File: src/rtl/uart_rx_fifo_pkg.sv
// Shared UART definitions: character width and default receive FIFO depth,
// used by both the UART core and the receive FIFO.
package uart_rx_fifo_pkg;
  localparam int UART_DATA_W    = 8;
  localparam int FIFO_DEPTH_DEF = 16;

  function automatic logic is_pow2(input int n);
    return (n >= 2) && ((n & (n - 1)) == 0);
  endfunction
endpackage

File: src/rtl/uart_fifo_mem.sv
// FIFO storage: one synchronous write port and one asynchronous read port.
// Contents are deliberately not reset.
module uart_fifo_mem #(
  parameter int DATA_W = 8,
  parameter int DEPTH  = 16,
  localparam int ADDR_W = $clog2(DEPTH)
) (
  input  logic              clk,
  input  logic              we,
  input  logic [ADDR_W-1:0] waddr,
  input  logic [DATA_W-1:0] wdata,
  input  logic [ADDR_W-1:0] raddr,
  output logic [DATA_W-1:0] rdata
);
  logic [DATA_W-1:0] mem_reg [DEPTH];

  always_ff @(posedge clk) begin
    if (we) mem_reg[waddr] <= wdata;
  end

  assign rdata = mem_reg[raddr];
endmodule

File: src/rtl/uart_rx_fifo.sv
// Byte FIFO behind the UART receiver: first-word fall-through head, no back-pressure
// toward the serial line, sticky overrun flag when a byte is dropped on a full queue.
module uart_rx_fifo
  import uart_rx_fifo_pkg::*;
#(
  parameter int DATA_W = UART_DATA_W,
  parameter int DEPTH  = FIFO_DEPTH_DEF,
  localparam int ADDR_W = $clog2(DEPTH)
) (
  input  logic              clk,
  input  logic              rst_n,
  input  logic [DATA_W-1:0] in_data,
  input  logic              in_valid,
  output logic [DATA_W-1:0] out_data,
  output logic              out_valid,
  input  logic              out_ready,
  output logic [ADDR_W:0]   count,
  output logic              full,
  output logic              empty,
  output logic              overrun,
  input  logic              clr_ovr
);
  localparam logic [ADDR_W:0] PTR_ONE = (ADDR_W + 1)'(1);

  logic [ADDR_W:0]   wr_ptr_reg, wr_ptr_next;
  logic [ADDR_W:0]   rd_ptr_reg, rd_ptr_next;
  logic              overrun_reg, overrun_next;
  logic              push, pop, drop;
  logic [DATA_W-1:0] mem_rdata;

  // Pointers carry an extra wrap bit so full and empty are distinguishable.
  assign empty = (wr_ptr_reg == rd_ptr_reg);
  assign full  = (wr_ptr_reg[ADDR_W] != rd_ptr_reg[ADDR_W]) &&
                 (wr_ptr_reg[ADDR_W-1:0] == rd_ptr_reg[ADDR_W-1:0]);
  assign count = wr_ptr_reg - rd_ptr_reg;

  assign out_valid = ~empty;
  assign pop  = out_valid & out_ready;
  assign push = in_valid & (~full | pop);
  assign drop = in_valid & full & ~pop;

  always_comb begin
    wr_ptr_next  = wr_ptr_reg;
    rd_ptr_next  = rd_ptr_reg;
    overrun_next = overrun_reg;
    if (push) wr_ptr_next = wr_ptr_reg + PTR_ONE;
    if (pop)  rd_ptr_next = rd_ptr_reg + PTR_ONE;
    if (drop)         overrun_next = 1'b1;
    else if (clr_ovr) overrun_next = 1'b0;
  end

  always_ff @(posedge clk or negedge rst_n) begin
    if (!rst_n) begin
      wr_ptr_reg  <= '0;
      rd_ptr_reg  <= '0;
      overrun_reg <= 1'b0;
    end else begin
      wr_ptr_reg  <= wr_ptr_next;
      rd_ptr_reg  <= rd_ptr_next;
      overrun_reg <= overrun_next;
    end
  end

  assign overrun = overrun_reg;

  uart_fifo_mem #(
    .DATA_W (DATA_W),
    .DEPTH  (DEPTH)
  ) u_mem (
    .clk   (clk),
    .we    (push),
    .waddr (wr_ptr_reg[ADDR_W-1:0]),
    .wdata (in_data),
    .raddr (rd_ptr_reg[ADDR_W-1:0]),
    .rdata (mem_rdata)
  );

  // Stale memory is masked so the head reads as zero whenever the queue is empty.
  assign out_data = empty ? '0 : mem_rdata;
endmodule

File: config.mk
export PLATFORM = sky130hd
export DESIGN_NAME = uart_rx_fifo
export DESIGN_NICKNAME = d
export VERILOG_FILES = /design/src/rtl/uart_rx_fifo_pkg.sv /design/src/rtl/uart_fifo_mem.sv /design/src/rtl/uart_rx_fifo.sv
export SDC_FILE = /design/constraint.sdc
export NUM_CORES = 1
export LEC_CHECK = 0
export ABC_AREA = 1
export CORE_ASPECT_RATIO = 1.4
export CORE_UTILIZATION = 60
export DETAILED_ROUTE_END_ITERATION = 8
export PLACE_DENSITY_LB_ADDON = 0.1
export SYNTH_ARGS = -nofsm -noshare
export SYNTH_HDL_FRONTEND = slang
export SYNTH_SLANG_ARGS = --single-unit
File: constraint.sdc
create_clock -name clk -period 2.9 [get_ports clk]
set_clock_uncertainty 0.05 [all_clocks]
set_input_delay 0.29 -clock clk [delete_from_list [all_inputs] [get_ports clk]]
set_output_delay 0.29 -clock clk [all_outputs]
set_load 0.01 [all_outputs]
=== After elaboration in Yosys (flattened, before gate mapping) ===
Memory sizes are Yosys's and may differ from the RTL's.
Index checks and enable logic that the tools add are counted.

* Add/subtract/negate cells: 3
* Multiplexer cells: 5
* Shifts and indexed selects: 0
* Bitwise gates (word level): 8
* $mul: 0
* Order comparisons: 0
* Reductions and logical operators: 2
* Equality and inequality tests: 3
* Divide/modulo/power cells: 0

{| class="wikitable"
|+ Operators with widths
! kind !! count
|-
| $add A5 B1 Y5 const B || 2
|-
| $mux W8 || 1
|-
| $eq A5 B5 Y1 || 1
|-
| $sub A5 B5 Y5 || 1
|-
| $and A1 B1 Y1 || 4
|-
| $eq A4 B4 Y1 || 1
|-
| $mux W1 || 4
|-
| $not A1 Y1 || 3
|-
| $reduce_bool A2 Y1 || 1
|-
| $logic_and A1 B1 Y1 || 1
|-
| $ne A1 B1 Y1 || 1
|-
| $or A1 B1 Y1 || 1
|}

* Word-level logic and storage cells: 25
* Bits in registers: 11
* Bits in latches: 0
* Bits of input ports: 13
* Memory bits (writable): 128
* Memory bits (read-only): 0
* Memories kept: 1

{| class="wikitable"
|+ Memory list
! memory !! depth !! width !! read ports !! clocked after Yosys merged registers in !! wr ports !! RTL line !! text
|-
| u_mem.mem_reg || 16 || 8 || 1 || 0 || 1 || uart_fifo_mem.sv:15 || <nowiki>logic [DATA_W-1:0] mem_reg [DEPTH];</nowiki>
|}

=== Logic depth before layout (Yosys ltp) ===
* Depth after elaboration: 7
* Depth in mapped cells: 13
* Mapped depth without buffers: 11

=== Hierarchy ===
Synthesis repeated with hierarchy kept, for this count alone.

* Cell total of the unflattened synthesis: 664
* Area, all modules: 6477.5 um^2

{| class="wikitable"
|+ By module, submodules not included
! module !! sequential area each (um^2) !! cells an instance !! instances !! area an instance (um^2)
|-
| uart_fifo_mem || 3843.7 || 543 || 1 || 5606.6
|-
| uart_rx_fifo || 275.3 || 121 || 1 || 870.8
|}

=== Worst setup path before layout ===
No wires, ideal clock.

* Path kind: flip-flop to flip-flop
* From: register rd_ptr_reg[1]
* To: memory u_mem.mem_reg[11][0] (enable)
* Library setup time: 0.370 ns
* Arrival time: 2.050 ns
* Slack: 0.429 ns
* Required time: 2.480 ns
* Cell stages (with the launch flop): 14
* Cell sequence: dfrtp_1 -> buf_2 -> clkinv_1 -> buf_2 -> ha_1 -> nand2_1 -> nor2_2 -> inv_2 -> nor2_4 -> nand2_2 -> nand2_4 -> inv_4 -> nand2_2 -> nor2_1

* Longest elaborated chain between the ends: 7
* Elaborated cells on any way between the ends: 10

{| class="wikitable"
|+ RTL lines
! element !! RTL line !! text
|-
| start, declared || uart_rx_fifo.sv:26 || <nowiki>logic [ADDR_W:0] rd_ptr_reg, rd_ptr_next;</nowiki>
|-
| start signal, assigned || uart_rx_fifo.sv:59 || <nowiki>rd_ptr_reg <= rd_ptr_next;</nowiki>
|-
| $eq A4 B4 Y1 || uart_rx_fifo.sv:34 || <nowiki>(wr_ptr_reg[ADDR_W-1:0] == rd_ptr_reg[ADDR_W-1:0]);</nowiki>
|-
| $logic_and A1 B1 Y1 || uart_rx_fifo.sv:33 || <nowiki>assign full = (wr_ptr_reg[ADDR_W] != rd_ptr_reg[ADDR_W]) &&</nowiki>
|-
| net full || uart_rx_fifo.sv:18 || <nowiki>output logic full,</nowiki>
|-
| $not A1 Y1 || uart_rx_fifo.sv:39 || <nowiki>assign push = in_valid & (~full | pop);</nowiki>
|-
| $or A1 B1 Y1 || uart_rx_fifo.sv:39 ||
|-
| $and A1 B1 Y1 || uart_rx_fifo.sv:39 ||
|-
| $mux W1 || uart_fifo_mem.sv:18 || <nowiki>if (we) mem_reg[waddr] <= wdata;</nowiki>
|-
| $mux W1 (not written as such) || uart_fifo_mem.sv:18 ||
|-
| end, declared || uart_fifo_mem.sv:15 ||
|}

The timed path passes the listed nets, and every way through them passes these cells.

=== Worst setup path after layout ===
* From: register rd_ptr_reg[3]
* To: output port out_data[1]

* Longest elaborated chain between the ends: 2
* Elaborated cells on any way between the ends: 3

{| class="wikitable"
|+ RTL lines
! element !! RTL line !! text
|-
| $mem_v2 Z16 W8 / $eq A5 B5 Y1 (equally long branches) || -- ||
|-
| $mux W8 (*) || uart_rx_fifo.sv:79 || <nowiki>assign out_data = empty ? '0 : mem_rdata;</nowiki>
|-
| end, declared || uart_rx_fifo.sv:14 || <nowiki>output logic [DATA_W-1:0] out_data,</nowiki>
|}

Mark *: on every way between the ends. The rest lies on a longest branch, timed or not.

==> results.py <==
metrics = {
    "synthesis": {
        "seq_area_frac_synth": 0.6455,
        "yosysMostFrequentCell": "nand2_1",
        "ys_warn_count": 0,
        "yosys_register_bits": 139,
        "yosys.area.top_type": "edfxtp_1",
        "async_flop_share": 0.07914,
        "synth_nets": 661,
        "ys.flop_type": "edfxtp_1",
        "netlist_top_cells_count": "nand2_1 (232), edfxtp_1 (128), inv_1 (98), nand3_1 (72), nor2_1 (18)",
        "syn_avg_cell_area_um2": 10.00,
        "syn-cell-area_mm2": 0.006381,
        "postSynthCellCount": 638,
        "synth_top_area_share": 0.6024,
        "ys_types": 27,
        "synth_edf_count": 128,
        "ys_top_cells_by_area": "edfxtp_1 (60%), nand2_1 (14%), inv_1 (5.8%), nand3_1 (5.6%), dfrtp_1 (4.3%)",
    },
    "layout": {
        "nets": 711,
        "post_route_cells_drive_above_1_share": 0.1113,
        "syn_to_final_growth_pct": 17.71,
        "design_area_mm2": 0.007511,
        "fillers": 778,
        "multi_input_area_mm2": 0.001719,
        "largest_register_ffs": 128,
        "register_area_mm2": 0.004120,
        "antenna_cells": 0,
        "final_util": 0.7257,
    },
    "grt": {
        "gr-total-overflow": 0,
        "grt_pass1_vias": 4334,
        "grt_max_degree": 66,
        "antenna_found_initial": 0,
        "grtUsageTotal": 0.2864,
        "grt_pass1_wl_mm": 22.31,
    },
    "floorplan": {
        "coreArea_mm2": 0.01035,
        "die_w_um": 89.16,
        "die_h_um": 124.0,
        "die_area_mm2": 0.01106,
        "start_util": 0.6165,
        "fp-row-count": 44,
        "boundaryPins": 30,
    },
    "clocking": {
        "insertion_delay_ns": 0.42,
        "h-tree-depth": 4,
        "clock-sinks": 139,
        "cts_max_path_buffers": 2,
        "ctsRootBufferMaster": "clkbuf_16",
        "cts-buffers-inserted": 17,
        "path_clk_slew_ns": 0.06,
        "cts_tree": "yes",
    },
    "timing": {
        "period_share": 0.9622,
        "relSlewSlack": 0.4832,
        "setup_viol": 0,
        "tns_ns": 0,
        "post-route-min-period_ns": 2.790,
        "final_max_slew_viol_count": 0,
        "rsz0062_at_grt": "false",
        "worstMarginPinSlew_ns": 0.7728,
        "finalHoldViolations": 0,
        "max_freq_mhz": 358.4,
    },
    "worst_setup_path": {
        "crit_arrival_ns": 2.45,
        "crit_type": "flip-flop to output port",
        "cp_cell_sequence": "clkinvlp_4 -> ha_1 -> nand2_1 -> nor2_2 -> nand2_1 -> inv_2 -> a21oi_1 -> clkdlybuf4s50_1",
        "ff2ff_path_depth": 12,
        "critPathLaunchType": "flip-flop",
        "critPathTopFamily": "buffers and inverters",
        "crit_required_ns": 2.56,
        "cp_num_buf_inv": 3,
        "worst_path_most_repeated_cell": "nand2_1",
        "ff2ff_setup_slack_ns": 0.61,
        "cp_max_fo": 9,
        "reg2reg_from": "rd_ptr_reg[3]",
        "end_kind": "output port",
        "r2r_end": "u_mem.mem_reg[12][2]",
        "crit_slowest_cell": "clkdlybuf4s50_1",
        "slowest_delay_ns": 0.56,
    },
    "route": {
        "routed_wl_mm": 14.73,
        "wl_per_cell_um": 17.56,
        "vias_per_cell": 5.325,
        "drtIter0Drc": 404,
        "drc_errors": 0,
        "dr.pass1.iters": 5,
        "routed-via-count": 4468,
        "postRouteAntennaNets": 0,
    },
    "placed_design": {
        "postPlaceCellArea_mm2": 0.006889,
        "io_buffers": 29,
        "gp_congestion": 0.8760,
        "dp_hpwl_mm": 9.216,
    },
    "power": {
        "power_leakage_nw": 3.337,
        "vdd_drop_max_mv": 0.5543,
        "finalPower_w": 0.007996,
        "power_density_mw_per_mm2": 1065,
    },
    "status": {
        "status": "finished, final reports clean",
    },
    "run": {
        "max_cap_viol_count": 0,
    },
    "min_path": {
        "hold_class": "primary input to asynchronous set/reset pin",
    },
}
[power by group]
group	total (W)	switching, W	internal [W]
combinational	0.00334	0.00204	0.00130
clock	0.00208	0.000818	0.00127
sequential	0.00257	0.000137	0.00243
[cell type report]
cell class	instances	share of cell area
clock buffers	18	0.05714
clock inverters	14	0.01916
inverters	105	0.05331
multi-input cells	370	0.2289
flip-flops and latches	139	0.5486
well taps	138	0.02299
repair buffers	55	0.06997
[worst max-delay path by stage]
stage                       start                    to  slack (ns)  cells after the start
floorplan           rd_ptr_reg[1]  u_mem.mem_reg[11][0]        0.43                     13
global placement    rd_ptr_reg[3]           out_data[0]        0.53                      8
detailed placement  rd_ptr_reg[3]           out_data[5]        0.40                      8
CTS                 rd_ptr_reg[3]           out_data[5]        0.08                      8
global route        rd_ptr_reg[3]           out_data[2]        0.02                      8
finish              rd_ptr_reg[3]           out_data[1]        0.11                      8
[layout by cell type (no fill, tap or decap), drive strengths merged, types with 11 or more instances in the layout]
master,n
nand2,240
edfxtp,128
inv,105
nand3,72
clkdlybuf4s50,25
buf,25
nor2,20
clkbuf,19
a21oi,11
dfrtp,11
[routing by layer]
| metal | track usage | vias to the layer above | part of all wire |
|---|---|---|---|
| li1 | - | 2134 | - |
| met1 | 0.3481 | 2131 | 0.39 |
| met2 | 0.4952 | 171 | 0.53 |
| met3 | 0.05434 | 32 | 0.054 |
| met4 | 0.1220 | 0 | 0.028 |
| met5 | 0 | - | 0 |
[repair_timing]
| item | 4_1_cts | 5_1_grt |
|---|---|---|
| setup buffers | 1 | 0 |
| endpoints found under the hold margin | 0 | 0 |
| gates resized for setup | 1 | 6 |
| hold buffers | 0 | 0 |
| setup endpoints to repair | 1 | 5 |
| pin swaps | 0 | 0 |
| gates cloned | 0 | 1 |
[through the flow]
step | hold slack [ns] | std cells | setup slack (ns)
3_3_place_gp | 0.4373 | 805 | 0.5314
6_report | 0.1816 | 839 | 0.1096
3_5_place_dp | 0.4640 | 805 | 0.4050
2_1_floorplan | -0.05559 | 638 | 0.4294
5_1_grt | 0.2217 | 839 | 0.01665
4_1_cts | 0.1816 | 838 | 0.08107
[cells by family (layout without fill, tap and decap cells)]
group	count (synthesis)	in the layout	synth area share
xor gates and xnor gates	11	11	0.01628
adders and majority gates	10	10	0.02078
buffers and inverters	129	192	0.08549
and+or+nand+nor	333	333	0.2182
DFF	139	139	0.6455
AOI/OAI and AO/OA	16	16	0.01372
(Power assumes the default switching activity.)
